`src/rtl/fetch_unit_if.sv`:
```
// Fetch unit bus: instruction-memory read port, decode handshake,
// PC-update outcome from decode and the unit's status outputs.
`timescale 1ns/1ps
interface fetch_unit_if;
  logic        enable;
  logic        imem_req;
  logic [31:0] imem_addr;
  logic [31:0] imem_rdata;
  logic        imem_valid;
  logic [31:0] instruction_data;
  logic        instruction_RDY_BSY;
  logic        decoder_rdy_bsy;
  logic        pc_update;
  logic [12:0] pc_offset;
  logic [31:0] pc_jump_address;
  logic        pc_absolute_flag;
  logic [31:0] pc_counter;
  logic [31:0] fetch_count;
  logic        misalign_err;

  // Fetch unit side
  modport master (
    input  enable, imem_rdata, imem_valid, decoder_rdy_bsy,
           pc_update, pc_offset, pc_jump_address, pc_absolute_flag,
    output imem_req, imem_addr, instruction_data, instruction_RDY_BSY,
           pc_counter, fetch_count, misalign_err
  );

  // Memory / decode / control side
  modport slave (
    output enable, imem_rdata, imem_valid, decoder_rdy_bsy,
           pc_update, pc_offset, pc_jump_address, pc_absolute_flag,
    input  imem_req, imem_addr, instruction_data, instruction_RDY_BSY,
           pc_counter, fetch_count, misalign_err
  );
endinterface

```
`src/rtl/fetch_unit.sv`:
```
// Instruction-fetch front end: owns the PC, reads one word from instruction
// memory, offers it to decode, then applies decode's PC-update outcome.
// One instruction in flight; no prefetch.
`timescale 1ns/1ps
module fetch_unit #(
  parameter logic [31:0] RESET_PC = 32'h0000_0000
) (
  input  logic         clk,
  input  logic         rst,
  fetch_unit_if.master fu
);

  typedef enum logic [2:0] {
    S_IDLE,
    S_WAIT_MEM,
    S_PRESENT,
    S_WAIT_UPD,
    S_ERROR
  } state_t;

  state_t      r_state;
  logic [31:0] r_pc;
  logic [31:0] r_instr;
  logic [31:0] r_count;
  logic        r_req;
  logic        r_rdy;
  logic        r_err;

  logic [31:0] w_offset_ext;
  logic [31:0] w_next;

  assign w_offset_ext = {{19{fu.pc_offset[12]}}, fu.pc_offset};

  // Next PC from decode's outcome; a zero offset means fall-through (+4)
  always_comb begin
    w_next = r_pc + 32'd4;
    if (fu.pc_absolute_flag) begin
      w_next = fu.pc_jump_address & 32'hFFFF_FFFE;
    end else if (fu.pc_offset != 13'd0) begin
      w_next = r_pc + w_offset_ext;
    end
  end

  // Fetch FSM with registered outputs; the error state is only left via rst
  always_ff @(posedge clk) begin
    if (rst) begin
      r_state <= S_IDLE;
      r_pc    <= RESET_PC;
      r_instr <= 32'd0;
      r_count <= 32'd0;
      r_req   <= 1'b0;
      r_rdy   <= 1'b0;
      r_err   <= 1'b0;
    end else begin
      case (r_state)
        S_IDLE: begin
          if (fu.enable) begin
            r_req   <= 1'b1;
            r_state <= S_WAIT_MEM;
          end
        end
        S_WAIT_MEM: begin
          if (fu.imem_valid) begin
            r_instr <= fu.imem_rdata;
            r_req   <= 1'b0;
            r_rdy   <= 1'b1;
            r_state <= S_PRESENT;
          end
        end
        S_PRESENT: begin
          // pc_update is deliberately not looked at here
          if (!fu.decoder_rdy_bsy) begin
            r_rdy   <= 1'b0;
            r_count <= r_count + 32'd1;
            r_state <= S_WAIT_UPD;
          end
        end
        S_WAIT_UPD: begin
          if (fu.pc_update) begin
            if (w_next[1:0] != 2'b00) begin
              r_err   <= 1'b1;
              r_state <= S_ERROR;
            end else begin
              r_pc    <= w_next;
              r_state <= S_IDLE;
            end
          end
        end
        S_ERROR: begin
          r_req <= 1'b0;
          r_rdy <= 1'b0;
        end
        default: r_state <= S_IDLE;
      endcase
    end
  end

  // The read address is always the architectural PC
  assign fu.imem_req            = r_req;
  assign fu.imem_addr           = r_pc;
  assign fu.instruction_data    = r_instr;
  assign fu.instruction_RDY_BSY = r_rdy;
  assign fu.pc_counter          = r_pc;
  assign fu.fetch_count         = r_count;
  assign fu.misalign_err        = r_err;

endmodule
```
`src/flat_wrapper.sv`:
```
// flat-port wrapper written by rule: the top's interface ports become plain ports
module fetch_unit_flat 
#(
  parameter logic [31:0] RESET_PC = 32'h0000_0000
)
  (clk, rst, fu_enable, fu_imem_rdata, fu_imem_valid, fu_decoder_rdy_bsy, fu_pc_update, fu_pc_offset, fu_pc_jump_address, fu_pc_absolute_flag, fu_imem_req, fu_imem_addr, fu_instruction_data, fu_instruction_RDY_BSY, fu_pc_counter, fu_fetch_count, fu_misalign_err);
  fetch_unit_if fu_i ();
  input  logic clk;
  input  logic rst;
  input wire logic [$bits(fu_i.enable)-1:0] fu_enable;
  input wire logic [$bits(fu_i.imem_rdata)-1:0] fu_imem_rdata;
  input wire logic [$bits(fu_i.imem_valid)-1:0] fu_imem_valid;
  input wire logic [$bits(fu_i.decoder_rdy_bsy)-1:0] fu_decoder_rdy_bsy;
  input wire logic [$bits(fu_i.pc_update)-1:0] fu_pc_update;
  input wire logic [$bits(fu_i.pc_offset)-1:0] fu_pc_offset;
  input wire logic [$bits(fu_i.pc_jump_address)-1:0] fu_pc_jump_address;
  input wire logic [$bits(fu_i.pc_absolute_flag)-1:0] fu_pc_absolute_flag;
  output wire logic [$bits(fu_i.imem_req)-1:0] fu_imem_req;
  output wire logic [$bits(fu_i.imem_addr)-1:0] fu_imem_addr;
  output wire logic [$bits(fu_i.instruction_data)-1:0] fu_instruction_data;
  output wire logic [$bits(fu_i.instruction_RDY_BSY)-1:0] fu_instruction_RDY_BSY;
  output wire logic [$bits(fu_i.pc_counter)-1:0] fu_pc_counter;
  output wire logic [$bits(fu_i.fetch_count)-1:0] fu_fetch_count;
  output wire logic [$bits(fu_i.misalign_err)-1:0] fu_misalign_err;
  assign fu_i.enable = fu_enable;
  assign fu_i.imem_rdata = fu_imem_rdata;
  assign fu_i.imem_valid = fu_imem_valid;
  assign fu_i.decoder_rdy_bsy = fu_decoder_rdy_bsy;
  assign fu_i.pc_update = fu_pc_update;
  assign fu_i.pc_offset = fu_pc_offset;
  assign fu_i.pc_jump_address = fu_pc_jump_address;
  assign fu_i.pc_absolute_flag = fu_pc_absolute_flag;
  assign fu_imem_req = fu_i.imem_req;
  assign fu_imem_addr = fu_i.imem_addr;
  assign fu_instruction_data = fu_i.instruction_data;
  assign fu_instruction_RDY_BSY = fu_i.instruction_RDY_BSY;
  assign fu_pc_counter = fu_i.pc_counter;
  assign fu_fetch_count = fu_i.fetch_count;
  assign fu_misalign_err = fu_i.misalign_err;
  fetch_unit #(.RESET_PC(RESET_PC)) u_core (.clk(clk), .rst(rst), .fu(fu_i));
endmodule
```
`config.mk`:
```
export PLATFORM = sky130hd
export DESIGN_NAME = fetch_unit_flat
export DESIGN_NICKNAME = d
export VERILOG_FILES = /design/src/rtl/fetch_unit_if.sv /design/src/rtl/fetch_unit.sv /design/src/flat_wrapper.sv
export SDC_FILE = /design/constraint.sdc
export NUM_CORES = 1
export LEC_CHECK = 0
export ABC_AREA = 1
export BUFFER_PORTS_ARGS = -buffer_cell sky130_fd_sc_hd__buf_2
export CORE_ASPECT_RATIO = 0.5
export CORE_MARGIN = 2
export CORE_UTILIZATION = 54
export DETAILED_ROUTE_END_ITERATION = 12
export HOLD_SLACK_MARGIN = 0.12
export PLACE_DENSITY_LB_ADDON = 0.08
export SKIP_CTS_REPAIR_TIMING = 1
export SLEW_MARGIN = 10
export SYNTH_ARGS = -nofsm -noshare
export SYNTH_HDL_FRONTEND = slang
export SYNTH_SLANG_ARGS = --single-unit
export TNS_END_PERCENT = 20
```
`constraint.sdc`:
```
create_clock -name clk -period 2.5 [get_ports clk]
set_input_delay 0.375 -clock clk [delete_from_list [all_inputs] [get_ports clk]]
set_output_delay 0.375 -clock clk [all_outputs]
set_load 0.03 [all_outputs]
```
==> results of run 1 <==
[kinds of logic after synthesis]
logic type               Yosys count
AO/OA/AOI/OAI                    191
buffers and inverters            263
XOR/XNOR                          22
flip-flops                       102
AND/OR/NAND/NOR                  769
adder cells (fa/ha/maj)           34
[layer usage]
| layer | share of wire | global-route usage |
|---|---|---|
| met1 | 0.44 | 0.386 |
| met4 | 0.021 | 0.0868 |
| met2 | 0.47 | 0.543 |
| met3 | 0.068 | 0.0564 |
| met5 | 0.00065 | 0 |
[cell usage after synthesis, types with 2 or more instances]
cell type,n,share of area
sky130_fd_sc_hd__or2_2,6,0.0046
sky130_fd_sc_hd__o211ai_1,6,0.0056
sky130_fd_sc_hd__nor2_4,3,0.0042
sky130_fd_sc_hd__nand3_2,2,0.0025
sky130_fd_sc_hd__a21o_1,2,0.0019
sky130_fd_sc_hd__nor3b_1,3,0.0028
sky130_fd_sc_hd__o21ai_0,76,0.047
sky130_fd_sc_hd__nand3_1,80,0.050
sky130_fd_sc_hd__ha_1,33,0.051
sky130_fd_sc_hd__clkbuf_1,27,0.013
sky130_fd_sc_hd__nand2_2,3,0.0023
sky130_fd_sc_hd__o21bai_1,2,0.0019
sky130_fd_sc_hd__nor3_1,18,0.011
sky130_fd_sc_hd__nand3b_1,8,0.0074
sky130_fd_sc_hd__o21ai_1,2,0.0012
sky130_fd_sc_hd__dfxtp_1,102,0.25
sky130_fd_sc_hd__buf_6,2,0.0028
sky130_fd_sc_hd__xnor2_1,6,0.0065
sky130_fd_sc_hd__nor2_2,5,0.0039
sky130_fd_sc_hd__and3_1,2,0.0015
sky130_fd_sc_hd__nor2_1,212,0.099
sky130_fd_sc_hd__inv_1,193,0.090
sky130_fd_sc_hd__xor2_1,16,0.017
sky130_fd_sc_hd__nor3_2,4,0.0050
sky130_fd_sc_hd__nand4_1,24,0.019
sky130_fd_sc_hd__buf_4,33,0.031
sky130_fd_sc_hd__a21oi_1,94,0.058
sky130_fd_sc_hd__o21a_1,4,0.0037
sky130_fd_sc_hd__a31oi_1,2,0.0015
sky130_fd_sc_hd__nand2_1,391,0.18
sky130_fd_sc_hd__nor4_1,2,0.0015
sky130_fd_sc_hd__buf_2,5,0.0031
[state kept, by name (all words and copies together) (netlist names)]
register                       count
u_core.fu.fetch_count             32
u_core.fu.imem_addr               32
u_core.fu.instruction_data        32
u_core.r_state                     3
u_core.fu.imem_req                 1
u_core.fu.instruction_RDY_BSY      1
u_core.fu.misalign_err             1
[worst register-to-register path, stage by stage, from the launching register on]
cell and delay, ns:
sky130_fd_sc_hd__dfxtp_1 0.32, sky130_fd_sc_hd__ha_1 0.23, sky130_fd_sc_hd__fa_1 0.39, sky130_fd_sc_hd__nand3_1 0.09
sky130_fd_sc_hd__nand3_1 0.12, sky130_fd_sc_hd__nand2_1 0.08, sky130_fd_sc_hd__nand2_1 0.11, sky130_fd_sc_hd__nand2_1 0.08
sky130_fd_sc_hd__nand2_1 0.15, sky130_fd_sc_hd__nand2_1 0.13, sky130_fd_sc_hd__nand2_1 0.06, sky130_fd_sc_hd__nand2_1 0.06
sky130_fd_sc_hd__nand3_1 0.10, sky130_fd_sc_hd__nand2_1 0.10, sky130_fd_sc_hd__nand2_1 0.05, sky130_fd_sc_hd__a21oi_1 0.11
[power breakdown]
part,switching (mW),total (mW),internal (mW)
Clock,0.750,1.47,0.718
Sequential,0.118,1.91,1.79
Combinational,1.05,1.52,0.465
[metrics by stage]
stage | util | hold WS [ns] | total power [mW] | area, sq um
after floorplan | - | 0.510 | 3.00 | 8080
after global placement | 0.639 | 0.439 | 3.43 | 9300
after detailed placement | 0.639 | 0.447 | 3.46 | 9300
after CTS | 0.660 | 0.237 | 4.92 | 9600
after global routing | 0.660 | 0.241 | 5.16 | 9610
final | 0.660 | 0.240 | 4.90 | 9610
[how the worst min path moves through the flow]
stage,from,endpoint,slack (ns),cells past startpoint
floorplan,fu_imem_rdata[0],u_core.fu.instruction_data[0]$_SDFFE_PP0P_,0.51,2
global placement,u_core.fu.misalign_err$_SDFFE_PP0P_,u_core.fu.misalign_err$_SDFFE_PP0P_,0.44,2
detailed placement,u_core.fu.misalign_err$_SDFFE_PP0P_,u_core.fu.misalign_err$_SDFFE_PP0P_,0.45,2
CTS,fu_imem_rdata[15],u_core.fu.instruction_data[15]$_SDFFE_PP0P_,0.24,3
global route,fu_imem_rdata[0],u_core.fu.instruction_data[0]$_SDFFE_PP0P_,0.24,3
finish,fu_imem_rdata[16],u_core.fu.instruction_data[16]$_SDFFE_PP0P_,0.24,3
[layout make-up]
cell class                      count  area, sq um
Inverter                          196          737
Clock buffer                        9          225
Fill cell                        1442         4940
Multi-Input combinational cell   1016         4900
Sequential cell                   102         2040
Timing Repair Buffer              252         1370
Tap cell                          198          248
Clock inverter                      7         81.3
==> results.txt, run 1 <==
The flip-flop and latch count after synthesis came out at 102. The fraction of the mapped netlist area in simple logic gates is 0.405. The count of different cell masters after synthesis is 45. The H-tree was split into 3 levels.

The path class of the tightest hold or removal check is input pin to flop. The kind of launch point of the worst setup path is a flop. The smallest clock period supported by the final layout is computed as 2.26 ns. Of the post-synthesis cell area, the part taken by muxes is 0. The buffer depth of the longest clock path is 2.

Each instance of the synthesized netlist takes up on average 5.85 sq um. The cell type with the highest occurrence count on the critical path is sky130_fd_sc_hd__nand2_1. The cell sitting at the root of the clock tree is a sky130_fd_sc_hd__clkbuf_16.

After synthesis, the largest family of logic cells by area is simple AND/OR/NAND/NOR gates. For the final routed database, the setup TNS stands at 0 ns. Of the total synthesized cell area, the portion taken by full adders, half adders and majority gates is 0.0536. The die covers 16000 sq um. The netlist area before placement is 8080 sq um. The highest attainable clock frequency came out at 0.443 GHz.

The worst-path cell with the longest stage delay is sky130_fd_sc_hd__fa_1. The synthesis warning total is 0. For the pin with the worst max-slew slack, the measured transition is 0.979 ns.

The critical path crosses 15 cells after its start point. The xor and xnor area share after synthesis came out at 0.0239. The family of cells with the greatest summed delay on the critical path is simple AND/OR/NAND/NOR gates. Leaving out fill and tap cells, the most frequent cell in the layout is sky130_fd_sc_hd__nand2_1.

The biggest cell delay along the critical path came out at 0.39 ns. The number of hold violations in the final report is 0. The number of cell instances on the worst register-to-register path is 15.

On the final layout, the worst clock skew is 0.0116 ns. In this run the register-to-register setup slack is 0.24 ns. At the placement stage, the worst setup path has a slack of 0.0815 ns. Walking the worst path, the cells encountered are ha_1 > fa_1 > nand3_1 > nand3_1 > nand2_1 > nand2_1 > nand2_1 > nand2_1 > nand2_1 > nand2_1 > nand2_1 > nand3_1 > nand2_1 > nand2_1 > a21oi_1. For the worst setup path, the data required time is 2.78 ns. TritonCTS built the clock tree. The top-level port count came out at 215. The via count of the first global-routing pass was 8500. The capturing element type of the critical path is a flop. In this run the critical register-to-register path is captured at u_core.fu.imem_addr[30]$_SDFFE_PP0P_. The number of rows in the core area is 31. The violation count after the first detailed-routing iteration came out at 715.

The library cells used most frequently in the layout, excluding fill and tap cells, are sky130_fd_sc_hd__nand2_1 (390), sky130_fd_sc_hd__buf_2 (213), sky130_fd_sc_hd__nor2_1 (212), sky130_fd_sc_hd__inv_1 (193), sky130_fd_sc_hd__dfxtp_1 (102). The finished layout holds 1780 standard cells, fillers aside. The maximum number of pins on one net before global-route repair is 44. The max-slew violation count was 0. Setup repair after global routing left no endpoint under its margin. Once detail routing completed, the nets flagged for antenna violations numbered 0.

The number of buffers and inverters on the critical path came out at 0. The total via count after detailed routing came out at 9255. Measured along the y axis, the die boundary spans 90.5 um. The initial antenna violation count is 1.

The number of iterations in the first detailed-routing pass is 7. The last weighted congestion value of the routability-driven placer is 0.970. The critical path startpoint is u_core.fu.imem_addr[0]$_SDFFE_PP0P_.

The number of placed cells counting well taps came out at 1764. For this design, the sink count on the clock tree is 102. The count of mapped cells out of synthesis is 1381. The layout cell share with drive strength beyond 1 is 0.188. In this run the static leakage power is 5.23 nW.

Of the synthesized area, sequential elements account for 0.253. The run finished with clean final reports. The CTS buffer count is 9.

The startpoint identified for the worst register-to-register timing path is u_core.fu.imem_addr[0]$_SDFFE_PP0P_. Among all flip-flop cells after synthesis, the most frequent one is sky130_fd_sc_hd__dfxtp_1. The critical path is of the flop to flop type.

The power per cell area came out at 510 nW/um^2. The ratio of final minimum period to clock period is 0.903. The first global-routing pass estimated 40300 um of wire.

The count of max-cap constraint violations is 0. In this run the worst path has a maximum fanout of 4. The die outline width is 177 um.

The clock latency of the later-clocked register in the worst-skew pair is 0.35 ns. The core region area came out at 14500 sq um. In this run the worst setup path terminates at u_core.fu.imem_addr[30]$_SDFFE_PP0P_. The setup slack of the critical path after layout came out at 0.242 ns.

The DRC violations left came out at 0. Counting every net in the synthesized netlist gives 1499. Clock-pin slew was measured on the worst setup and hold paths at 0.08 ns. The total of buffers placed on input and output ports is 213. The maximum ir drop on the vdd rail is 0.560 mV. The synthesis-to-finish area growth is 19.0%. The remaining max-slew budget at the tightest pin is 0.347. The ratio of routed vias to standard cells is 5.20. Counting flops with a built-in enable in the synthesized netlist gives 0.

Setup violations remaining at the end of the flow were counted as 0. The area fraction in compound gates after synthesis came out at 0.125. The share of flip-flops with an asynchronous set or reset after synthesis came out at 0.

The average routed wire per standard cell is 13.8 um. The repair_antennas step left the layout with diodes totalling 0. The HPWL after detailed placement came out at 19200 um.

The net count reported at finish came out at 1695. For this configuration, the core starts out at a cell density of 0.555. The global route total overflow is 0. For this run, the total global-route usage over all layers was measured as 0.309. The critical path data arrival time came out at 2.54 ns. The overall routed net length came out at 24600 um.
Note: power is estimated with default switching activity, not from simulation.
==> run 2, diff against run 1 <==
CORE_UTILIZATION = 40   (was 54)
==> run 2 against run 1 <==
Effect of this change: core utilization shrank 16 points; design area grew 1.6%; global-route usage shrank 6.3 points; flip-flop and latch count is the same; non-clock buffer count is the same; critical path type unchanged; largest power group unchanged.
==> results.txt, run 2 (synthesized netlist as in run 1, its figures left out) <==
The total via count after detailed routing came out at 9060 (-2.1%). The startpoint of the worst hold path is fu_imem_rdata[15]. The biggest cell delay along the critical path is 0.41 ns (+0.02 ns). The overall routed net length is 26100 um (+6.2%). The setup total negative slack came out at 0 ns (unchanged). The actual slew at the worst max-slew pin is 0.978 ns (-0.000168 ns). The last weighted congestion value of the routability-driven placer came out at 0.908 (-6.3%). The kind of launch point of the worst setup path is a flop. The full die area came out at 21400 sq um (+34%).

The buffer depth of the longest clock path came out at 2 (unchanged). The largest individual stage delay along the critical path comes from the cell sky130_fd_sc_hd__fa_1. The fraction of power consumed by sequential logic is 0.376 (-0.014). The via count of the first global-routing pass is 8547 (+0.55%). The average routed wire per standard cell came out at 14.1 um (+2.3%). The worst flop-to-flop path startpoint is u_core.fu.imem_addr[0]$_SDFFE_PP0P_.

The power per cell area is 522 nW/um^2 (+2.3%). The layout cell share with drive strength beyond 1 was 0.188 (+0.000632). The die outline width is 205 um (+16%).

The register area was 2040 sq um (unchanged). The remaining max-slew budget at the tightest pin came out at 0.347 (about the same). The ratio of final minimum period to clock period came to 0.918 (+0.0145). The leakage power of the design came out at 5.25 nW (+0.47%).

The commonest non-fill, non-tap cell in the layout is sky130_fd_sc_hd__nand2_1. The effective utilization at floorplan is 0.411 (-0.144). The cell that appears most often on the critical path is sky130_fd_sc_hd__nand2_1. The required time of the worst setup path was 2.76 ns (-0.02 ns). The initial antenna violation count came out at 2 (+1).

The count of max-cap constraint violations came out at 0 (unchanged). The top cell types in the final layout, fill and taps aside, are sky130_fd_sc_hd__nand2_1 (389), sky130_fd_sc_hd__buf_2 (213), sky130_fd_sc_hd__nor2_1 (212), sky130_fd_sc_hd__inv_1 (193), sky130_fd_sc_hd__dfxtp_1 (102). The maximum number of pins on one net before global-route repair is 53 (+20%).

CTS placed an instance of sky130_fd_sc_hd__clkbuf_16 at the clock tree root. The number of buffers and inverters on the critical path came out at 1 (+1). The power share of the clock group is 0.325 (+0.025). The HPWL after detailed placement was 20600 um (+7.1%).

The capturing element type of the critical path is a flop. The combined global-route utilization of all metal layers came out at 0.246 (-0.0631). The number of setup violations in the final report was 0 (unchanged). The kind of path behind the tightest hold check is input pin to flop. The run finished with clean final reports. The maximum ir drop on the vdd rail is 0.469 mV (-16%). The highest attainable clock frequency is 0.436 GHz (-1.6%). The final critical-path required period is 2.29 ns (+0.0362 ns). The top-level port count came out at 215 (unchanged). The core region area came out at 19600 sq um (+35%). The multi-input gate area in the final layout is 4900 sq um (about the same). The count of fill cells added during filler insertion is 2117 (+47%). The clock latency of the later-clocked register in the worst-skew pair came out at 0.37 ns (+0.02 ns).

The max-slew violation count came out at 0 (unchanged). The total of buffers placed on input and output ports came out at 213 (unchanged). The H-tree depth is 3 (unchanged). The net count reported at finish was 1695 (unchanged). The critical path is of the flop to flop type. The critical path goes through ha_1 > fa_1 > nand3_1 > nand3_1 > nand2_1 > nand2_1 > nand2_1 > buf_4 > o21ai_0 > nand2_1 > nand2_1 > nand2_1 > nand3_1 > nand2_1 > a21oi_1. The number of rows in the core area came out at 36 (+16%). The fraction of power spent switching nets is 0.376 (-0.0155).

The synthesis-to-finish area growth came out at 20.8%. The ratio of routed vias to standard cells came out at 4.90 (-5.8%). The DRC violations left is 0 (unchanged).

The violation count after the first detailed-routing iteration came to 525 (-27%). The maximum fanout count along the critical path came out at 3 (-1). The post-route clock skew is 0.0123 ns (+0.000684 ns). The share of total power in combinational logic is 0.299 (-0.011). The global route total overflow was 0 (unchanged). The number of iterations in the first detailed-routing pass is 5 (-2). The switching power total is 1.92 mW (-0.18%).

The number of hold violations in the final report came out at 0 (unchanged). The setup slack of the most critical reg-to-reg path was 0.21 ns (-0.04 ns). The CTS sink count came out at 102 (unchanged). The count of nets left with antenna violations after detail routing is 0 (unchanged).

The clock-pin slew on the worst setup and hold paths is 0.08 ns (about the same). The critical path data arrival time is 2.55 ns (about the same). The critical path starts at u_core.fu.imem_addr[0]$_SDFFE_PP0P_. On the critical path the largest part of the delay comes from simple AND/OR/NAND/NOR gates. TritonCTS built the clock tree. The CTS buffer count came to 9 (unchanged). The die boundary height came out at 104 um (+15%). The worst hold margin is 0.221 ns (-0.0189 ns). The internal power consumption is 3.17 mW (+6.6%). Setup repair after global routing could not meet its margin everywhere.

The first-pass GRT wire length is 42200 um (+4.7%).
-- run 2: power by group through the flow --
stage               combinational [mW]  sequential (mW)  clock (mW)
floorplan                        0.756             2.24           0
global placement                  1.51             1.95           0
CTS                               1.53             1.92        1.69
global route                      1.68             1.94        1.75
detailed placement                1.53             1.95           0
finish                            1.52             1.91        1.65
-- run 2: worst paths after layout --
kind,depth (start not counted),end
max,15,u_core.fu.imem_addr[24]$_SDFFE_PP0P_
min,3,u_core.fu.instruction_data[15]$_SDFFE_PP0P_
max reg2reg,15,u_core.fu.imem_addr[24]$_SDFFE_PP0P_
min reg2reg,2,u_core.fu.misalign_err$_SDFFE_PP0P_
-- run 2: worst reg2reg max path, stage by stage, from the launching register on --
cell and delay (ns):
sky130_fd_sc_hd__dfxtp_1 0.32, sky130_fd_sc_hd__ha_1 0.23, sky130_fd_sc_hd__fa_1 0.41, sky130_fd_sc_hd__nand3_1 0.10
sky130_fd_sc_hd__nand3_1 0.12, sky130_fd_sc_hd__nand2_1 0.09, sky130_fd_sc_hd__nand2_1 0.07, sky130_fd_sc_hd__nand2_1 0.11
sky130_fd_sc_hd__buf_4 0.12, sky130_fd_sc_hd__o21ai_0 0.10, sky130_fd_sc_hd__nand2_1 0.11, sky130_fd_sc_hd__nand2_1 0.05
sky130_fd_sc_hd__nand2_1 0.06, sky130_fd_sc_hd__nand3_1 0.13, sky130_fd_sc_hd__nand2_1 0.12, sky130_fd_sc_hd__a21oi_1 0.06
-- run 2: area by class of cell --
type / count / area share
tap: 266 / 0.0341
inverter: 196 / 0.0755
multi-input combinational: 1016 / 0.503
antenna: 1 / 0.000256
clock inverter: 7 / 0.0132
timing repair buffer: 252 / 0.142
clock buffer: 9 / 0.0231
sequential: 102 / 0.209
-- run 2: layer usage --
metal | vias to the layer above | part of all wire | global-route usage
met5 | - | 0.00038 | 0
li1 | 4738 | - | -
met2 | 233 | 0.47 | 0.422
met1 | 4051 | 0.45 | 0.306
met4 | 2 | 0.020 | 0.0725
met3 | 36 | 0.059 | 0.0551
-- run 2: per-stage QoR --
step	area (sq um)	instances	power, mW	worst slack (ns)	utilization
4_1_cts	9750	1848	5.14	0.192	0.496
6_report	9760	1849	5.09	0.206	0.497
3_5_place_dp	9400	1832	3.47	0.0581	0.478
3_3_place_gp	9400	1832	3.45	0.0476	0.478
2_1_floorplan	8080	1381	3.00	0.352	-
5_1_grt	9750	1848	5.37	-0.0134	0.497
==> run 3, diff against run 2 <==
RECOVER_POWER = 25   (was not set)
clock period = 2.09 ns   (was 2.5 ns; I/O delays follow)
==> run 3 against run 2 <==
Effect of this change: hold slack worse by 0.067 ns; global-route usage rose by 0.88 points; clock skew fell by 0.0023 ns; core utilization increased by 5.8 points; sequential share of layout area shrank 1.9 points; wire length rose by 7.4%; clock power rose by 12%.
==> results.txt, run 3 (synthesized netlist as in run 1, its figures left out) <==
The run finished with clean final reports. The endpoint identified for the worst register-to-register timing path is u_core.fu.imem_addr[25]$_SDFFE_PP0P_. The kind of launch point of the worst setup path is a flop.

The first-pass GRT wire length came out at 43700 um (+3.5%). The clock latency of the later-clocked register in the worst-skew pair came out at 0.37 ns (about the same). The ratio of routed vias to standard cells is 4.90 (about the same). The max-slew violation count was 0 (unchanged). The power share of the clock group came to 0.299 (-0.026). The synthesis-to-finish area growth is 34.8%. The H-tree depth came out at 3 (unchanged). The via count of the first global-routing pass was 8939 (+4.6%). The number of rows in the core area came out at 36 (unchanged). The number of hold violations in the final report is 0 (unchanged).

The worst flop-to-flop path startpoint is u_core.fu.imem_addr[0]$_SDFFE_PP0P_. The clock-pin slew on the worst setup and hold paths came out at 0.08 ns (about the same). The most critical setup path has its startpoint at u_core.fu.imem_addr[0]$_SDFFE_PP0P_. The ratio of final minimum period to clock period came out at 0.972 (+0.0542). The CTS buffer count came out at 9 (unchanged).

The required time of the worst setup path came out at 2.39 ns (-0.37 ns). The register area came out at 2070 sq um (+1.2%). The remaining max-slew budget at the tightest pin was 0.362 (+0.0145).

The fraction of power spent switching nets is 0.385 (+0.00853). The effective utilization at floorplan is 0.411 (unchanged). TritonCTS built the clock tree. The actual slew at the worst max-slew pin is 0.957 ns (-0.0218 ns). The biggest cell delay along the critical path came out at 0.46 ns (+0.05 ns). The average routed wire per standard cell came out at 14.5 um (+2.6%). The combined global-route utilization of all metal layers is 0.254 (+0.00884). The post-route clock skew was 0.0100 ns (-0.00227 ns). The critical path is of the flop to flop type. The internal power consumption is 3.79 mW (+19%). The total of buffers placed on input and output ports came out at 213 (unchanged).

The most critical setup path has its endpoint at u_core.fu.imem_addr[25]$_SDFFE_PP0P_. The global route total overflow came to 0 (unchanged). The die outline width came out at 205 um (unchanged). The number of setup violations in the final report was 0 (unchanged).

The full die area came to 21400 sq um (unchanged). The highest attainable clock frequency is 0.492 GHz (+13%). The violation count after the first detailed-routing iteration came to 656 (+25%). The setup slack of the most critical reg-to-reg path is 0.06 ns (-0.15 ns).

The HPWL after detailed placement came out at 21400 um (+3.9%). The library cell used most frequently in the layout, excluding fill and tap cells, is sky130_fd_sc_hd__nand2_1. The overall routed net length is 28100 um (+7.4%). The power per cell area was 565 nW/um^2 (+8.4%).

The net count reported at finish was 1782 (+5.1%). The switching power total came out at 2.37 mW (+24%). The share of total power in combinational logic is 0.328 (+0.029). The count of fill cells added during filler insertion is 2042 (-3.5%). The critical path data arrival time was 2.33 ns (-0.22 ns). The final cell utilization of the core came out at 0.554 (+0.0576). The leakage power of the design is 5.53 nW (+5.4%). The top-level port count was 215 (unchanged). The core region area was 19600 sq um (unchanged). The initial antenna violation count is 1 (-1).

The count of nets left with antenna violations after detail routing came out at 0 (unchanged). The fraction of power consumed by sequential logic is 0.373 (-0.003). The worst setup path is captured at a flop. CTS placed an instance of sky130_fd_sc_hd__clkbuf_16 at the clock tree root. The last weighted congestion value of the routability-driven placer came out at 0.928 (+2.1%). The total via count after detailed routing is 9494 (+4.8%). The cell type with the highest occurrence count on the critical path is sky130_fd_sc_hd__nand3_4.

The maximum ir drop on the vdd rail came out at 0.550 mV (+17%). The DRC violations left is 0 (unchanged). The worst-path cell with the longest stage delay is sky130_fd_sc_hd__fa_2. The maximum number of pins on one net before global-route repair came out at 53 (unchanged). The layout cell share with drive strength beyond 1 came out at 0.256 (+0.0675). The number of iterations in the first detailed-routing pass was 5 (unchanged).

The count of max-cap constraint violations is 0 (unchanged). The die boundary height came out at 104 um (unchanged). The buffer depth of the longest clock path is 2 (unchanged).

The number of cell instances on the worst register-to-register path is 11 (-4). The maximum fanout count along the critical path is 10 (+7). The kind of path behind the tightest hold check is input pin to flop.

The multi-input gate area in the final layout came to 5370 sq um (+9.5%). In the layout the commonest cells are sky130_fd_sc_hd__nand2_1 (372), sky130_fd_sc_hd__nor2_1 (194), sky130_fd_sc_hd__inv_1 (193), sky130_fd_sc_hd__buf_2 (164), sky130_fd_sc_hd__buf_4 (111). Setup repair after global routing could not meet its margin everywhere. The CTS sink count came to 102 (unchanged). The final critical-path required period came out at 2.03 ns (-0.263 ns).

The worst hold margin came out at 0.154 ns (-0.0670 ns). The critical path goes through ha_4 > fa_2 > nor2_4 > nand2_2 > nand3_4 > buf_12 > nand3_4 > clkbuf_16 > nor2_1 > nand2_1 > a21oi_1.
## run 3: cell types whose count changed in the layout (fill, tap and decap cells not counted), moves of 15 or more
cell	delta
sky130_fd_sc_hd__ha_4	+16
sky130_fd_sc_hd__ha_1	-16
sky130_fd_sc_hd__buf_2	-49
sky130_fd_sc_hd__dfxtp_1	-16
sky130_fd_sc_hd__a21oi_1	-15
sky130_fd_sc_hd__buf_4	+74
sky130_fd_sc_hd__nor2_1	-18
sky130_fd_sc_hd__nand2_1	-17
sky130_fd_sc_hd__clkbuf_1	+50
## run 3: worst min-delay path by stage
stage / startpoint / to / slack, ns / cells past startpoint
2_1_floorplan: fu_imem_rdata[0] / u_core.fu.instruction_data[0]$_SDFFE_PP0P_ / 0.45 / 2
3_3_place_gp: u_core.fu.misalign_err$_SDFFE_PP0P_ / u_core.fu.misalign_err$_SDFFE_PP0P_ / 0.44 / 2
4_1_cts: fu_imem_rdata[9] / u_core.fu.instruction_data[9]$_SDFFE_PP0P_ / 0.14 / 3
3_5_place_dp: u_core.fu.misalign_err$_SDFFE_PP0P_ / u_core.fu.misalign_err$_SDFFE_PP0P_ / 0.45 / 2
6_report: fu_imem_rdata[9] / u_core.fu.instruction_data[9]$_SDFFE_PP0P_ / 0.15 / 3
5_1_grt: fu_imem_rdata[11] / u_core.fu.instruction_data[11]$_SDFFE_PP0P_ / 0.15 / 3
## run 3: metal layers
metal	vias to the layer above	wire length, um	track usage
met5	-	13	0
met4	2	557	0.0663
met3	45	1970	0.0639
met2	295	13100	0.432
met1	4227	12400	0.321
li1	4925	-	-
## run 3: power by group through the flow
stage          Combinational, mW  Sequential, mW  Clock [mW]
3_3_place_gp                1.93            2.32           0
4_1_cts                     1.96            2.29        1.90
5_1_grt                     2.23            2.32        1.97
6_report                    2.02            2.30        1.84
2_1_floorplan              0.904            2.68           0
3_5_place_dp                1.95            2.32           0
## run 3: cell type report
cell class | instances | share of cell area
clock inverter | 7 | 0.00873
clock buffer | 9 | 0.0207
timing repair buffer | 338 | 0.189
multi-input combinational | 1017 | 0.493
sequential | 102 | 0.190
inverter | 196 | 0.0679
tap | 266 | 0.0306
antenna | 1 | 0.000230
## run 3: critical path, delay by kind of cell (launching register included)
family | cells | cell delay (ns)
AOI/OAI and AO/OA | 1 | 0.11
buffers and inverters | 2 | 0.34
DFF | 1 | 0.34
adders and majority gates | 2 | 0.62
and+or+nand+nor | 6 | 0.53
## run 3: metrics by stage
step,power (mW),worst slack [ns],setup TNS [ns],area [sq um],std cells
finish,6.16,0.0591,0,10900,1936
global route,6.52,-0.0622,-0.403,10900,1935
global placement,4.25,-0.276,-3.45,9980,1907
CTS,6.14,-0.140,-0.906,10300,1923
floorplan,3.59,-0.0472,-0.0883,8080,1381
detailed placement,4.28,-0.261,-3.77,9980,1907
